**src/rtl/id_operand_stage_pkg.sv**
```systemverilog
// Shared pipeline definitions for the operand-fetch stage.
//   PIPE_XLEN    : operand / bypass data width used by the shared structs
//   REG_X0       : hard-wired zero register index
//   bypass_src_t : one forwarding producer (valid, wr_en, rd, data)
//   ex_payload_t : instruction payload handed to the execute stage
//   src_match    : true when a producer supplies a given, actually-read source
package id_operand_stage_pkg;

  localparam int PIPE_XLEN = 64;

  localparam logic [4:0] REG_X0 = 5'd0;

  typedef struct packed {
    logic                 valid;
    logic                 wr_en;
    logic [4:0]           rd;
    logic [PIPE_XLEN-1:0] data;
  } bypass_src_t;

  typedef struct packed {
    logic [63:0]          pc;
    logic [PIPE_XLEN-1:0] rs1_val;
    logic [PIPE_XLEN-1:0] rs2_val;
    logic [4:0]           rd;
    logic                 wr_en;
    logic                 is_load;
  } ex_payload_t;

  // A producer only counts when it really writes a non-zero destination that
  // this instruction really reads.
  function automatic logic src_match(input bypass_src_t src,
                                     input logic [4:0]  index,
                                     input logic        use_src);
    return src.valid && src.wr_en && (src.rd == index) &&
           (src.rd != REG_X0) && use_src;
  endfunction

endpackage

```
**src/rtl/id_operand_stage_operand_bypass_mux.sv**
```systemverilog
// Combinational operand resolver for one source register.
// Ports:
//   index      : source register index
//   use_src    : instruction actually reads this source
//   ex_src     : EX-stage producer (data undefined when ex_is_load)
//   ex_is_load : EX producer is a load
//   mem_src    : MEM-stage producer (load data included)
//   wb_src     : WB-stage producer (same value the register file writes)
//   gpr_data   : register-file read data
//   operand    : resolved operand
//   ex_hit     : EX producer matches this source (used for load-use detection)
module operand_bypass_mux
  import id_operand_stage_pkg::*;
(
  input  logic [4:0]           index,
  input  logic                 use_src,
  input  bypass_src_t          ex_src,
  input  logic                 ex_is_load,
  input  bypass_src_t          mem_src,
  input  bypass_src_t          wb_src,
  input  logic [PIPE_XLEN-1:0] gpr_data,
  output logic [PIPE_XLEN-1:0] operand,
  output logic                 ex_hit
);

  logic mem_hit;
  logic wb_hit;

  assign ex_hit  = src_match(ex_src,  index, use_src);
  assign mem_hit = src_match(mem_src, index, use_src);
  assign wb_hit  = src_match(wb_src,  index, use_src);

  // Youngest producer wins. A load in EX has no data yet; the stage stalls on
  // it, so it is skipped here rather than forwarding garbage.
  always_comb begin
    operand = gpr_data;
    if (index == REG_X0) begin
      operand = '0;
    end else if (ex_hit && !ex_is_load) begin
      operand = ex_src.data;
    end else if (mem_hit) begin
      operand = mem_src.data;
    end else if (wb_hit) begin
      // The register file only updates at the edge, so same-cycle WB data
      // must come from the bypass.
      operand = wb_src.data;
    end
  end

endmodule

```
**src/rtl/id_operand_stage.sv**
```systemverilog
// Operand-fetch stage between decode and execute.
// Reads the register file, forwards from EX/MEM/WB, stalls one cycle on a
// load-use hazard and holds the resolved instruction in a pipeline register.
// Ports:
//   clk, rstn                 : clock, synchronous active-low reset
//   flush                     : drop held entry and incoming instruction
//   in_valid/in_ready         : decode handshake
//   in_pc, in_rs1/2, in_rd    : incoming instruction fields
//   in_use_rs1/2              : sources actually read
//   in_wr_en, in_is_load      : incoming instruction flags
//   index_rs1/2, gpr_data_*   : register-file read port
//   ex_*, mem_*, wb_*         : bypass producers
//   out_valid/out_ready       : execute handshake
//   out_pc..out_is_load       : registered payload for execute
//   stall_cnt                 : saturating count of load-use stall cycles
//
// Handshake: a transfer happens on a posedge where valid && ready. A valid
// side holds its payload stable until the transfer; ready may depend on
// valid combinationally but valid never depends on ready.
module id_operand_stage
  import id_operand_stage_pkg::*;
#(
  parameter int XLEN  = 64,  // must equal PIPE_XLEN
  parameter int CNT_W = 32
) (
  input  logic             clk,
  input  logic             rstn,
  input  logic             flush,
  input  logic             in_valid,
  output logic             in_ready,
  input  logic [63:0]      in_pc,
  input  logic [4:0]       in_rs1,
  input  logic [4:0]       in_rs2,
  input  logic [4:0]       in_rd,
  input  logic             in_use_rs1,
  input  logic             in_use_rs2,
  input  logic             in_wr_en,
  input  logic             in_is_load,
  output logic [4:0]       index_rs1,
  output logic [4:0]       index_rs2,
  input  logic [XLEN-1:0]  gpr_data_rs1,
  input  logic [XLEN-1:0]  gpr_data_rs2,
  input  logic             ex_valid,
  input  logic             ex_wr_en,
  input  logic             ex_is_load,
  input  logic [4:0]       ex_rd,
  input  logic [XLEN-1:0]  ex_result,
  input  logic             mem_valid,
  input  logic             mem_wr_en,
  input  logic [4:0]       mem_rd,
  input  logic [XLEN-1:0]  mem_result,
  input  logic             wb_valid,
  input  logic             wb_wr_en,
  input  logic [4:0]       wb_rd,
  input  logic [XLEN-1:0]  wb_data,
  output logic             out_valid,
  input  logic             out_ready,
  output logic [63:0]      out_pc,
  output logic [XLEN-1:0]  out_rs1_val,
  output logic [XLEN-1:0]  out_rs2_val,
  output logic [4:0]       out_rd,
  output logic             out_wr_en,
  output logic             out_is_load,
  output logic [CNT_W-1:0] stall_cnt
);

  bypass_src_t ex_src;
  bypass_src_t mem_src;
  bypass_src_t wb_src;

  logic [XLEN-1:0] rs1_val;
  logic [XLEN-1:0] rs2_val;
  logic            ex_hit_rs1;
  logic            ex_hit_rs2;
  logic            hazard;

  ex_payload_t      out_q;
  logic             valid_q;
  logic [CNT_W-1:0] stall_q;

  assign index_rs1 = in_rs1;
  assign index_rs2 = in_rs2;

  assign ex_src  = '{valid: ex_valid,  wr_en: ex_wr_en,  rd: ex_rd,  data: ex_result};
  assign mem_src = '{valid: mem_valid, wr_en: mem_wr_en, rd: mem_rd, data: mem_result};
  assign wb_src  = '{valid: wb_valid,  wr_en: wb_wr_en,  rd: wb_rd,  data: wb_data};

  operand_bypass_mux u_mux_rs1 (
    .index      (in_rs1),
    .use_src    (in_use_rs1),
    .ex_src     (ex_src),
    .ex_is_load (ex_is_load),
    .mem_src    (mem_src),
    .wb_src     (wb_src),
    .gpr_data   (gpr_data_rs1),
    .operand    (rs1_val),
    .ex_hit     (ex_hit_rs1)
  );

  operand_bypass_mux u_mux_rs2 (
    .index      (in_rs2),
    .use_src    (in_use_rs2),
    .ex_src     (ex_src),
    .ex_is_load (ex_is_load),
    .mem_src    (mem_src),
    .wb_src     (wb_src),
    .gpr_data   (gpr_data_rs2),
    .operand    (rs2_val),
    .ex_hit     (ex_hit_rs2)
  );

  // A load in EX cannot forward yet; one bubble lets it reach MEM.
  assign hazard   = in_valid && (ex_hit_rs1 || ex_hit_rs2) && ex_is_load;
  assign in_ready = !hazard && !flush && (!valid_q || out_ready);

  always_ff @(posedge clk) begin
    if (!rstn) begin
      out_q   <= '0;
      valid_q <= 1'b0;
    end else if (flush) begin
      valid_q <= 1'b0;
    end else if (in_valid && in_ready) begin
      out_q.pc      <= in_pc;
      out_q.rs1_val <= rs1_val;
      out_q.rs2_val <= rs2_val;
      out_q.rd      <= in_rd;
      out_q.wr_en   <= in_wr_en;
      out_q.is_load <= in_is_load;
      valid_q       <= 1'b1;
    end else if (valid_q && out_ready) begin
      valid_q <= 1'b0;
    end
  end

  // Saturating: once all-ones the counter stays put.
  always_ff @(posedge clk) begin
    if (!rstn) begin
      stall_q <= '0;
    end else if (hazard && !flush && (stall_q != {CNT_W{1'b1}})) begin
      stall_q <= stall_q + {{(CNT_W-1){1'b0}}, 1'b1};
    end
  end

  assign out_valid   = valid_q;
  assign out_pc      = out_q.pc;
  assign out_rs1_val = out_q.rs1_val;
  assign out_rs2_val = out_q.rs2_val;
  assign out_rd      = out_q.rd;
  assign out_wr_en   = out_q.wr_en;
  assign out_is_load = out_q.is_load;
  assign stall_cnt   = stall_q;

endmodule

```
**config.mk**
```make
export PLATFORM = sky130hd
export DESIGN_NAME = id_operand_stage
export DESIGN_NICKNAME = d
export VERILOG_FILES = /design/src/rtl/id_operand_stage_pkg.sv /design/src/rtl/id_operand_stage_operand_bypass_mux.sv /design/src/rtl/id_operand_stage.sv
export SDC_FILE = /design/constraint.sdc
export NUM_CORES = 1
export LEC_CHECK = 0
export ABC_AREA = 1
export CAP_MARGIN = 25
export CELL_PAD_IN_SITES_DETAIL_PLACEMENT = 0
export CELL_PAD_IN_SITES_GLOBAL_PLACEMENT = 1
export CORE_AREA = 5 5 261 263
export DETAILED_ROUTE_END_ITERATION = 16
export DIE_AREA = 0 0 266 268
export GPL_TIMING_DRIVEN = 0
export PLACE_DENSITY = 0.69
export SYNTH_ARGS = -nofsm -noshare
export SYNTH_HDL_FRONTEND = slang
export SYNTH_SLANG_ARGS = --single-unit
```
**constraint.sdc**
```tcl
create_clock -name clk -period 3.3 [get_ports clk]
set_clock_uncertainty 0.2 [all_clocks]
set_input_delay 0.495 -clock clk [delete_from_list [all_inputs] [get_ports clk]]
set_output_delay 0.495 -clock clk [all_outputs]
set_load 0.02 [all_outputs]
```
==> summary.md <==
| Metric | Value |
|---|---|
| Status | finished, final reports clean |
| Syn nets | 3199 |
| Post-Synth Adder-Cell Area | 0.0786% |
| First-pass GRT wire length | 130 mm |
| GP Congestion | 0.916 |
| Routed len/inst | 20.8 microns |
| Area of the multi-input gates | 8860 sq um |
| Placed Area | 23800 sq um |
| Vias in the first global route | 19400 |
| Area Overhead vs Synth | 56.3% |
| WL met3 | 7.21 mm |
| Required @ worst endpoint | 2600 ps |
| Maximum fanout along the worst path | 10 |
| Tcrit/Tclk final | 93.4% |
| EDFF count, synth | 0 |
| Register area share after synthesis | 29.2% |
| R2r setup slk | 750 ps |
| Chip height | 268 microns |
| Largest net degree at the start of global routing | 16 |
| Unique cell type count in the Yosys netlist | 32 |
| Crit path DAT | 2390 ps |
| Mapped cell area | 15900 sq um |
| Worst vdd ir | 0.000413 V |
| Post-synthesis simple-gate area fraction | 47.5% |
| RSZ-0062 raised after global routing | false |
| Num ports | 673 |
| Maximum clock rate | 324 MHz |
| Vias per cell | 4.54 |
| FP Rows | 94 |
| PnR Total Power | 0.00839 W |
| Fin util | 38.0% |
| Total global-route track usage | 24.1% |
| CTS HTree Levels | 1 |
| Async S/R FF share, synth | 0% |
| Period minus WS final | 3080 ps |
| Detailed-route via count | 19900 |
| Seq cells post-synth | 232 |
| Top routing layer used | met5 |
| Post-synthesis compound-gate area fraction | 5.51% |
| Initial antenna violation count | 41 |
| Hold path startpoint | out_pc[44]$_SDFFE_PN0P_ |
| Most common cell after layout, fill and taps aside | nand2_1 |
| Metal2 WL | 42.4 mm |
| Largest family of logic cells by synthesized area | simple AND/OR/NAND/NOR gates |
| Synth Area in XOR/XNOR | 2.53% |
| CTS buffer count | 30 |
| DR DRC count | 0 |
| CTS max path bufs | 3 |
| Post-DRT Antenna Nets | 0 |
| Worst Setup SP | in_rs2[1] |
| Critical Path End Type | output pin |
| Synth Warn # | 0 |
| Cells after Synth | 2768 |
| Detailed Route Iter0 Violations | 1411 |
| Die area | 71300 sq um |
| Fin. Hold Viols | 0 |
| Slew margin rel. | 40.4% |
| Final std cell area, no fill | 24900 sq um |
| Fin nets | 3907 |
| Avg Cell Area, Syn | 5.75 sq um |
| Post-CTS Hold Buffers | 0 |
| Initial Utilization | 24.3% |
| Num Clock Sinks | 232 |
| Critical path startpoint category | primary input |
| Final HPWL from detailed placement | 74.4 mm |
| Final setup violation count | 0 |
| First-pass DRT Iterations | 5 |
| Reg area | 4640 sq um |
| Pwr Density | 337 nW/um^2 |
| Die width | 266 microns |
| Least-Margin Pin Slew | 894 ps |
| CTS tree | built |
| Root buffer cell | clkbuf_16 |
| Final hold slack | 262 ps |
| M1 wire length | 38.7 mm |
| Drt total wl | 91.0 mm |
| Max Cap Violations | 0 |
| Post-synthesis mux area share | 0% |
| Total congestion overflow | 0 |
| Setup CP Type | primary input to output pin |
| Final max-slew violation count | 0 |
| Fillers | 7310 |
| Share of post-route cells with drive strength above 1 | 6.89% |
| Worst hold path class | flip-flop to flip-flop |
| Clk pin slew, worst setup/hold paths | 50 ps |
| Main synth FF type | dfxtp_1 |
| Most frequent cells in the layout | 850 x nand2_1, 668 x clkdlybuf4s50_1, 532 x nand3_1 |
| Core area | 65400 sq um |
| Port Buf Inserts | 672 |
| Total negative slack | 0 ps |
| Origin of the critical flop-to-flop path | stall_cnt[1]$_SDFFE_PN0P_ |
| Leakage power | 11.2 nW |
| Clock Latency Late Sink | 600 ps |
[Yosys cell counts, types with 2 or more instances]
| cell | instances | share of area (%) |
|---|---|---|
| nand2_1 | 850 | 20 |
| nand3_1 | 532 | 17 |
| inv_1 | 332 | 7.8 |
| nor2_1 | 239 | 5.6 |
| dfxtp_1 | 232 | 29 |
| a21oi_1 | 171 | 5.4 |
| buf_2 | 92 | 2.9 |
| clkbuf_1 | 65 | 1.5 |
| or2_0 | 50 | 2.0 |
| buf_4 | 32 | 1.5 |
| clkinv_1 | 31 | 0.73 |
| xnor2_1 | 27 | 1.5 |
| nand2_2 | 24 | 0.94 |
| xor2_1 | 19 | 1.0 |
| nor3_1 | 18 | 0.57 |
| or2_2 | 16 | 0.63 |
| nand4_1 | 11 | 0.43 |
| inv_2 | 5 | 0.12 |
| buf_6 | 4 | 0.28 |
| buf_1 | 3 | 0.071 |
| buf_12 | 2 | 0.25 |
| nand3_2 | 2 | 0.13 |
| nor2_2 | 2 | 0.079 |
[flip-flops by register name, indices dropped and copies added, names as in the netlist]
name and cells:
stall_cnt 32, out_pc 64, out_rd 5, out_valid 1, out_rs2_val 64, out_wr_en 1
out_rs1_val 64, out_is_load 1
[logic make-up (layout without fill, tap and decap cells)]
family / after synthesis / after routing
other: 0 / 22
adder cells (fa/ha/maj): 1 / 1
buffers and inverters: 566 / 1297
AND/OR/NAND/NOR: 1749 / 1749
AO/OA/AOI/OAI: 174 / 174
flip-flops: 232 / 232
XOR/XNOR: 46 / 46
[what timing repair did]
item                                    CTS  global route
resized for setup                         8             4
endpoints found under the setup margin    1             1
buffers inserted                          1             0
[metrics by stage]
stage                     worst slack [ps]  std cells
after global placement                -974       4304
after detailed placement              -938       4307
after global routing                  97.2       4376
final                                  216       4385
after CTS                             6.87       4363
after floorplan                       1150       2768
[layer usage]
layer	GRT usage (%)	up-vias
li1	-	10000
met1	31.0	9037
met2	40.0	673
met3	6.02	145
met4	7.49	40
met5	0	-
[worst max-delay path: stages]
cell and delay (ps):
clkdlybuf4s50_1 590, xnor2_1 220, nand2_1 80, nor2_1 40, nand2_1 80, nand2_1 130
a21boi_4 200, buf_6 140, buf_2 210, clkbuf_2 200
[final cells by class]
cell class                 count  area share (%)
sequential                   232            18.7
timing repair buffer         676            27.2
tap                          864            4.35
inverter                     368            5.55
clock inverter                15           0.734
multi-input combinational   1970            35.6
antenna                       22           0.221
clock buffer                  40            3.41
buffer                       198            4.21
[report_power, final]
group / switching (W) / internal, W
Clock: 0.00140 / 0.00204
Sequential: 0.0000672 / 0.00292
Combinational: 0.00103 / 0.000934
Total: 0.00250 / 0.00589
[path summary, 6_finish.rpt]
path                                end  cells past startpoint
max                            in_ready                     10
min             out_pc[44]$_SDFFE_PN0P_                      2
max reg2reg  stall_cnt[12]$_SDFFE_PN0P_                     12
min reg2reg     out_pc[44]$_SDFFE_PN0P_                      2
(Power assumes the default switching activity.)
